File: src/rtl/reg_write_arbiter.sv
// ---------------------------------------------------------------------------
// reg_write_arbiter
//
// Three requesters share one register file write port:
//   0 = ALU, 1 = filter unit, 2 = loader.
// When no burst is active, writes are granted round-robin. The loader can
// also hold the port for a burst of up to MAX_BURST back-to-back writes by
// keeping lock2 high. The write port outputs are registered, so the register
// file writes one cycle after the transfer. The block also flags
// read-after-write hazards for the two read ports of the register file.
//
// Ports
//   clk                  system clock; all state changes on posedge
//   rst                  asynchronous, active-high reset
//   req[2:0]             write request, one bit per requester
//   addr0/1/2 [3:0]      destination register of each requester
//   data0/1/2 [DW-1:0]   write data of each requester
//   lock2                loader asks to keep the port (burst)
//   gnt[2:0]             combinational grant, one-hot or zero
//   wr_addr[3:0]         register file write address (registered)
//   wr_data[DW-1:0]      register file write data (registered)
//   wr_we_n              register file write enable, active low (registered)
//   rd_addr_a/b[3:0]     register file read addresses
//   hazard_a/b           read address matches a pending or in-flight write
//
// FSM states
//   state | meaning
//   ARB   | round-robin arbitration among all requesters
//   BURST | loader owns the port; only gnt[2] can assert
// ---------------------------------------------------------------------------
module reg_write_arbiter #(
    parameter int DW        = 32,
    parameter int MAX_BURST = 16
) (
    input  logic          clk,
    input  logic          rst,
    input  logic [2:0]    req,
    input  logic [3:0]    addr0,
    input  logic [3:0]    addr1,
    input  logic [3:0]    addr2,
    input  logic [DW-1:0] data0,
    input  logic [DW-1:0] data1,
    input  logic [DW-1:0] data2,
    input  logic          lock2,
    output logic [2:0]    gnt,
    output logic [3:0]    wr_addr,
    output logic [DW-1:0] wr_data,
    output logic          wr_we_n,
    input  logic [3:0]    rd_addr_a,
    input  logic [3:0]    rd_addr_b,
    output logic          hazard_a,
    output logic          hazard_b
);

    localparam int CW = $clog2(MAX_BURST + 1);
    localparam logic [CW-1:0] CNT_MAX = CW'(MAX_BURST);

    typedef enum logic {
        ARB   = 1'b0,
        BURST = 1'b1
    } state_t;

    state_t        state, state_nxt;
    logic [1:0]    ptr, ptr_nxt;
    logic [CW-1:0] cnt, cnt_nxt;
    logic [CW-1:0] cnt_inc;
    // High for exactly the first ARB cycle after a burst hit MAX_BURST.
    logic          rel, rel_nxt;

    logic [2:0]    elig;
    logic          excl2;
    logic [2:0]    gnt_arb;
    logic          xfer;
    logic [1:0]    win;
    logic [3:0]    sel_addr;
    logic [DW-1:0] sel_data;

    // Round-robin pick: search ptr+1, ptr+2, ptr (mod 3). A forced release
    // keeps the loader out if anyone else is waiting.
    always_comb begin
        gnt_arb = 3'b000;
        excl2   = rel && (req[0] || req[1]);
        elig    = req & {~excl2, 2'b11};
        case (ptr)
            2'd0: begin
                if (elig[1])      gnt_arb = 3'b010;
                else if (elig[2]) gnt_arb = 3'b100;
                else if (elig[0]) gnt_arb = 3'b001;
            end
            2'd1: begin
                if (elig[2])      gnt_arb = 3'b100;
                else if (elig[0]) gnt_arb = 3'b001;
                else if (elig[1]) gnt_arb = 3'b010;
            end
            default: begin
                if (elig[0])      gnt_arb = 3'b001;
                else if (elig[1]) gnt_arb = 3'b010;
                else if (elig[2]) gnt_arb = 3'b100;
            end
        endcase
    end

    // In BURST the loader is granted only while it still holds lock2; the
    // cycle it drops lock2 is the release cycle and carries no transfer.
    always_comb begin
        gnt = 3'b000;
        if (!rst) begin
            if (state == BURST) gnt = {req[2] & lock2, 2'b00};
            else                gnt = gnt_arb;
        end
    end

    assign xfer = |gnt;

    always_comb begin
        win = 2'd0;
        if (gnt[2])      win = 2'd2;
        else if (gnt[1]) win = 2'd1;
    end

    always_comb begin
        sel_addr = addr0;
        sel_data = data0;
        case (win)
            2'd1: begin
                sel_addr = addr1;
                sel_data = data1;
            end
            2'd2: begin
                sel_addr = addr2;
                sel_data = data2;
            end
            default: begin
                sel_addr = addr0;
                sel_data = data0;
            end
        endcase
    end

    always_comb begin
        state_nxt = state;
        ptr_nxt   = ptr;
        cnt_nxt   = cnt;
        rel_nxt   = 1'b0;
        cnt_inc   = cnt + CW'(1);
        case (state)
            ARB: begin
                if (xfer) begin
                    ptr_nxt = win;
                    if (gnt[2] && lock2) begin
                        state_nxt = BURST;
                        cnt_nxt   = CW'(1);
                    end
                end
            end
            BURST: begin
                if (!lock2 || (gnt[2] && cnt_inc == CNT_MAX)) begin
                    state_nxt = ARB;
                    cnt_nxt   = '0;
                    ptr_nxt   = 2'd2;
                    rel_nxt   = gnt[2] && (cnt_inc == CNT_MAX);
                end else if (gnt[2]) begin
                    cnt_nxt = cnt_inc;
                    ptr_nxt = 2'd2;
                end
            end
            default: begin
                state_nxt = ARB;
                cnt_nxt   = '0;
                ptr_nxt   = 2'd2;
            end
        endcase
    end

    always_ff @(posedge clk or posedge rst) begin
        if (rst) begin
            state <= ARB;
            ptr   <= 2'd2;
            cnt   <= '0;
            rel   <= 1'b0;
        end else begin
            state <= state_nxt;
            ptr   <= ptr_nxt;
            cnt   <= cnt_nxt;
            rel   <= rel_nxt;
        end
    end

    always_ff @(posedge clk or posedge rst) begin
        if (rst) begin
            wr_we_n <= 1'b1;
            wr_addr <= 4'd0;
            wr_data <= '0;
        end else if (xfer) begin
            wr_we_n <= 1'b0;
            wr_addr <= sel_addr;
            wr_data <= sel_data;
        end else begin
            wr_we_n <= 1'b1;
        end
    end

    // A read collides with the write already on the port or with any write
    // still waiting for a grant.
    always_comb begin
        hazard_a = (!wr_we_n && (rd_addr_a == wr_addr))
                || (req[0] && (rd_addr_a == addr0))
                || (req[1] && (rd_addr_a == addr1))
                || (req[2] && (rd_addr_a == addr2));
        hazard_b = (!wr_we_n && (rd_addr_b == wr_addr))
                || (req[0] && (rd_addr_b == addr0))
                || (req[1] && (rd_addr_b == addr1))
                || (req[2] && (rd_addr_b == addr2));
    end

endmodule

File: config.mk
export PLATFORM = sky130hd
export DESIGN_NAME = reg_write_arbiter
export DESIGN_NICKNAME = d
export VERILOG_FILES = /design/src/rtl/reg_write_arbiter.sv
export SDC_FILE = /design/constraint.sdc
export NUM_CORES = 1
export LEC_CHECK = 0
export BUFFER_PORTS_ARGS = -buffer_cell sky130_fd_sc_hd__buf_2
export CORE_MARGIN = 3
export CORE_UTILIZATION = 48
export CTS_CLUSTER_SIZE = 20
export DETAILED_ROUTE_END_ITERATION = 8
export PLACE_DENSITY = 0.86
export SYNTH_ARGS = -nofsm -noshare
export SYNTH_HDL_FRONTEND = slang
export SYNTH_SLANG_ARGS = --single-unit
File: constraint.sdc
create_clock -name clk -period 2.5 [get_ports clk]
set_input_delay 0.5 -clock clk [delete_from_list [all_inputs] [get_ports clk]]
set_output_delay 0.5 -clock clk [all_outputs]
set_load 0.02 [all_outputs]
* After elaboration in Yosys (flattened, before gate mapping)
Index checks and enable logic that the tools add are counted.
Cells by class: add/subtract/negate cells 1, equality and inequality tests 15, multiplexer cells 32, bitwise logic cells 4, reductions and logical operators 25
Operators by type and width (number):
- 32-bit one-hot mux with 2 select lines | 1
- 4-bit == test | 8
- 3-bit two-way mux | 8
- 5-bit two-way mux | 4
- 2-bit two-way mux | 6
- 1-bit logical AND | 11
- 5-bit one-hot mux with 2 select lines | 1
- 1-bit logical OR | 8
- 1-bit two-way mux | 8
- 4-bit one-hot mux with 2 select lines | 1
- 3-bit one-hot mux with 2 select lines | 1
- 5-bit by 1-bit adder with 5-bit output (second input constant) | 1
- 5-bit == test (second input constant) | 1
- 2-bit by 1-bit == test with 1-bit output (second input constant) | 2
- 2-bit != test (second input constant) | 2
- 2-bit one-hot mux with 2 select lines | 1
- 3-bit bitwise AND | 1
- 3-bit by 2-bit != test with 1-bit output (second input constant) | 1
- 3-bit AND reduction | 1
- 3-bit OR reduction | 1
- 2-bit == test (second input constant) | 1
- 1-bit logical NOT | 2
- 2-bit logical NOT | 1
- 1-bit inverter | 2
- other kinds (3) | 3
Word-level totals: register bits 46, input bits 122, word-level logic and storage cells 84

* Longest topological paths before layout
word-level depth 14, mapped depth 8, gate-level depth less buffers 5

* Worst setup path before layout
OpenSTA, ideal clock, no wires.
path type input to output, start input port req[2], end output port gnt[2], arrival time 1463 ps, data required time 2000 ps, slack 537 ps, stages on the path 5, cells stage by stage nor2b_1 clkbuf_1 o2111ai_2 inv_2 buf_2
On the way: cells in the longest elaborated chain, start to end 7, elaborated cells between the ends (all ways) 11, classes of those cells mux (9); bitwise (2)
Ends and longest elaborated chain:
- from (decl) | RTL line 37 | input logic [2:0] req,
- 3-bit bitwise AND | RTL line 83 | elig = req & {~excl2, 2'b11};
- 3-bit two-way mux | RTL line 98 | else if (elig[2]) gnt_arb = 3'b100;
- 3-bit two-way mux | RTL line 97 | else if (elig[1]) gnt_arb = 3'b010;
- 3-bit two-way mux | RTL line 96 | if (elig[0]) gnt_arb = 3'b001;
- 3-bit one-hot mux with 2 select lines | RTL line 84 | case (ptr)
- 3-bit two-way mux * | RTL line 108 | if (state == BURST) gnt = {req[2] & lock2, 2'b00};
- 3-bit two-way mux * | RTL line 107 | if (!rst) begin
- to (decl) | RTL line 45 | output logic [2:0] gnt,
Mark *: on every way between the ends. The rest lies on a longest branch, timed or not.

* Final worst setup path
start register state, end output port gnt[1]
On the way: cells in the longest elaborated chain, start to end 2
Ends and longest elaborated chain:
- from (decl) | RTL line 63 | state_t state, state_nxt;
- from (signal assigned) | RTL line 182 | state <= state_nxt;
- 3-bit two-way mux | RTL line 108
- 3-bit two-way mux | RTL line 107
Every way passes these cells.

==> flow_metrics.tcl <==
set metrics [dict create \
    path_class "reg2out" \
    ctsResizeCount 0 \
    clock_sinks 46 \
    initial_core_util_pct 50.8 \
    clock_power_share_pct 14.5 \
    drt-total-wl_um 8620 \
    grt_overflow 0 \
    vdd_drop_max_mv 0.494 \
    fin_skew_ns 0.00952 \
    worstHoldPathType "in2async" \
    cap_viol_max_count 0 \
    grt_max_degree 29 \
    syn_avg_cell_area_sq_um 10.1 \
    netlist_area_sq_um 2890 \
    leakagePower_nw 2.04 \
    num_vias 2962 \
    synth_largest_area_cell "dfrtp_1" \
    grt_pass1_vias 3036 \
    p_switching_w 0.00160 \
    path_cells "nor4b_1, a2bb2oi_4, inv_2, buf_2" \
    multi_input_area_sq_um 1580 \
    rows 27 \
    setup_viol 0 \
    post_cts_buffers 0 \
    fmax_ghz 0.431 \
    port_buffers 163 \
    die_h_um 83.5 \
    cp_num_buf_inv 2 \
    p_int_w 0.00216 \
    numCtsBuffers 5 \
    wire_per_inst_um 16.5 \
    synth.most_common_cell "dfrtp_1" \
    ys_ff_latch 46 \
    ant_nets 0 \
    power_frac_seq_pct 35.6 \
    dieArea_sq_um 6980 \
    critical-path-top-delay-family "simple AND/OR/NAND/NOR gates" \
    end_kind "output pin" \
    critPathMaxFanout 13 \
    slowest_delay_ns 0.51 \
    synth_top_area_share_pct 38.2 \
    clock_path_buffers 2 \
    antenna_found_initial 0 \
    layout.nets 572 \
    power_switching_share_pct 42.5 \
    hold_viol 0 \
    startpoint_type "flip-flop" \
    grt_pass1_wl_um 14100 \
    ys_top_cells_by_count "dfrtp_1, a22oi_1, mux2i_1" \
    clock_latency_ns 0.29 \
    synth_edf_count 0 \
    cts_tree "built" \
    grt_setup_unrepaired "no" \
    hold_slack_ns 0.269 \
    crit_required_ns 2.00 \
    dp_hpwl_um 6950 \
    synth_area_leaders "dfrtp_1, mux2i_1, a22oi_1" \
    timing.final.crit_share_pct 92.8 \
    n_fill_cell 462 \
    drc_errors 0 \
    tns_ns 0 \
    io_pins 164 \
    ctsHoldBuffers 0 \
    globalplace.congestion 0.864 \
    critPathSlowestCell "nor4b_1" \
    status "finished, final reports clean" \
    htree_levels 2 \
    power.total_w 0.00375 \
    diodes 0 \
    cp.arrival_ns 1.82 \
    drv_slew 0 \
    dr.pass1.iters 7 \
    via_per_inst 5.67 \
    synthArstFlopShare_pct 100 \
    core-area_sq_um 5680 \
    ys.flop_type "dfrtp_1" \
    root_buffer "clkbuf_8" \
    synth_seq_area_share_pct 40.0 \
    ys_warn_count 0 \
    combinationalPowerShare_pct 49.9 \
    drive_gt1_share_pct 43.1 \
    ys_types 42 \
    path_clk_slew_ns 0.09 \
    syn_to_final_growth_pct 34.8 \
    seq_area_sq_um 1150 \
    r2r_slack_ns 0.61 \
    powerDensity_nw_per_um2 965 \
    syn_nets 408 \
    post-route-util_pct 68.5 \
    relSlewSlack_pct 64.7 \
    synthCells 285 \
    fp.dieW_um 83.5 \
    drt_iter0_drc 153 \
    track_usage_pct 24.5 \
    finalCriticalPeriod_ns 2.32 \
    tightest_slew_ns 0.522 \
]
-- per-stage QoR --
step	instances	worst slack, ns	cell area (sq um)
finish	522	0.181	3890
global route	522	0.0627	3890
CTS	522	0.178	3890
detailed placement	514	0.271	3780
global placement	514	0.307	3780
floorplan	285	0.537	2890
-- per-layer routing --
metal	global-route usage, %	share of wire (%)	vias up
li1	-	-	1398
met1	31.0	40	1384
met3	5.43	8.1	20
met4	9.21	2.4	0
met5	0	0	-
met2	41.0	50	160
-- area by class of cell --
class | count | area share [%]
multi-input combinational | 213 | 40.7
sequential | 46 | 29.7
timing repair buffer | 176 | 23.8
tap | 72 | 2.32
clock buffer | 6 | 1.87
clock inverter | 2 | 0.965
inverter | 7 | 0.675
-- worst reg2reg max path: cells and delay by family, from the launching register on --
family / cells / cell delay (ns)
buffers and inverters: 2 / 0.33
AO/OA/AOI/OAI: 4 / 0.89
flip-flops: 1 / 0.56
-- layout by cell type, fill, tap and decap left out, types with 3 or more instances in the layout --
| master | instances |
|---|---|
| a22o_1 | 3 |
| dfrtp_1 | 44 |
| inv_2 | 3 |
| nand2b_1 | 5 |
| nand4_1 | 4 |
| xor2_1 | 20 |
| o211ai_1 | 6 |
| o21ai_0 | 6 |
| buf_2 | 163 |
| clkbuf_8 | 5 |
| inv_1 | 4 |
| xnor2_1 | 13 |
| nand2_1 | 7 |
| o21ai_1 | 30 |
| buf_4 | 12 |
| mux2i_1 | 31 |
| a22oi_1 | 36 |
| a2bb2oi_1 | 5 |
| nand3_1 | 11 |
| nor2_1 | 6 |
| nor3_1 | 6 |
-- power by group through the flow --
stage	clock, W	combinational (W)	sequential, W
5_1_grt	0.000598	0.00202	0.00139
2_1_floorplan	0	0.000890	0.00166
6_report	0.000544	0.00187	0.00134
3_5_place_dp	0	0.00189	0.00134
3_3_place_gp	0	0.00183	0.00133
4_1_cts	0.000558	0.00189	0.00133
-- worst paths after layout --
path | startpoint | endpoint | depth (start not counted)
worst max-delay path | state$_DFF_PP0_ | gnt[1] | 4
worst min-delay path | rst | wr_data[10]$_DFFE_PP0P_ | 2
worst max register to register | ptr[1]$_DFFE_PP1P_ | wr_data[28]$_DFFE_PP0P_ | 6
worst min register to register | wr_data[9]$_DFFE_PP0P_ | wr_data[9]$_DFFE_PP0P_ | 2
max in group asynchronous | rst | wr_we_n$_DFF_PP1_ | 3
min in group clk | data2[13] | wr_data[13]$_DFFE_PP0P_ | 3
-- kinds of logic (layout without fill, tap and decap cells) --
| logic type | Yosys count | count (layout) | share of synthesized area [%] |
|---|---|---|---|
| compound gates | 97 | 97 | 23.7 |
| xor+xnor | 33 | 33 | 10.0 |
| fa+ha+maj | 1 | 1 | 0.434 |
| buf+inv | 26 | 191 | 5.12 |
| flops | 46 | 46 | 40.0 |
| mux | 31 | 31 | 10.8 |
| simple gates | 51 | 51 | 10.0 |
-- sequential cells by signal, indices dropped and copies added, names as in the netlist --
name / count
rel: 1
cnt: 5
wr_addr: 4
ptr: 2
wr_data: 32
wr_we_n: 1
state: 1
Power figures use the tool's default switching activity.
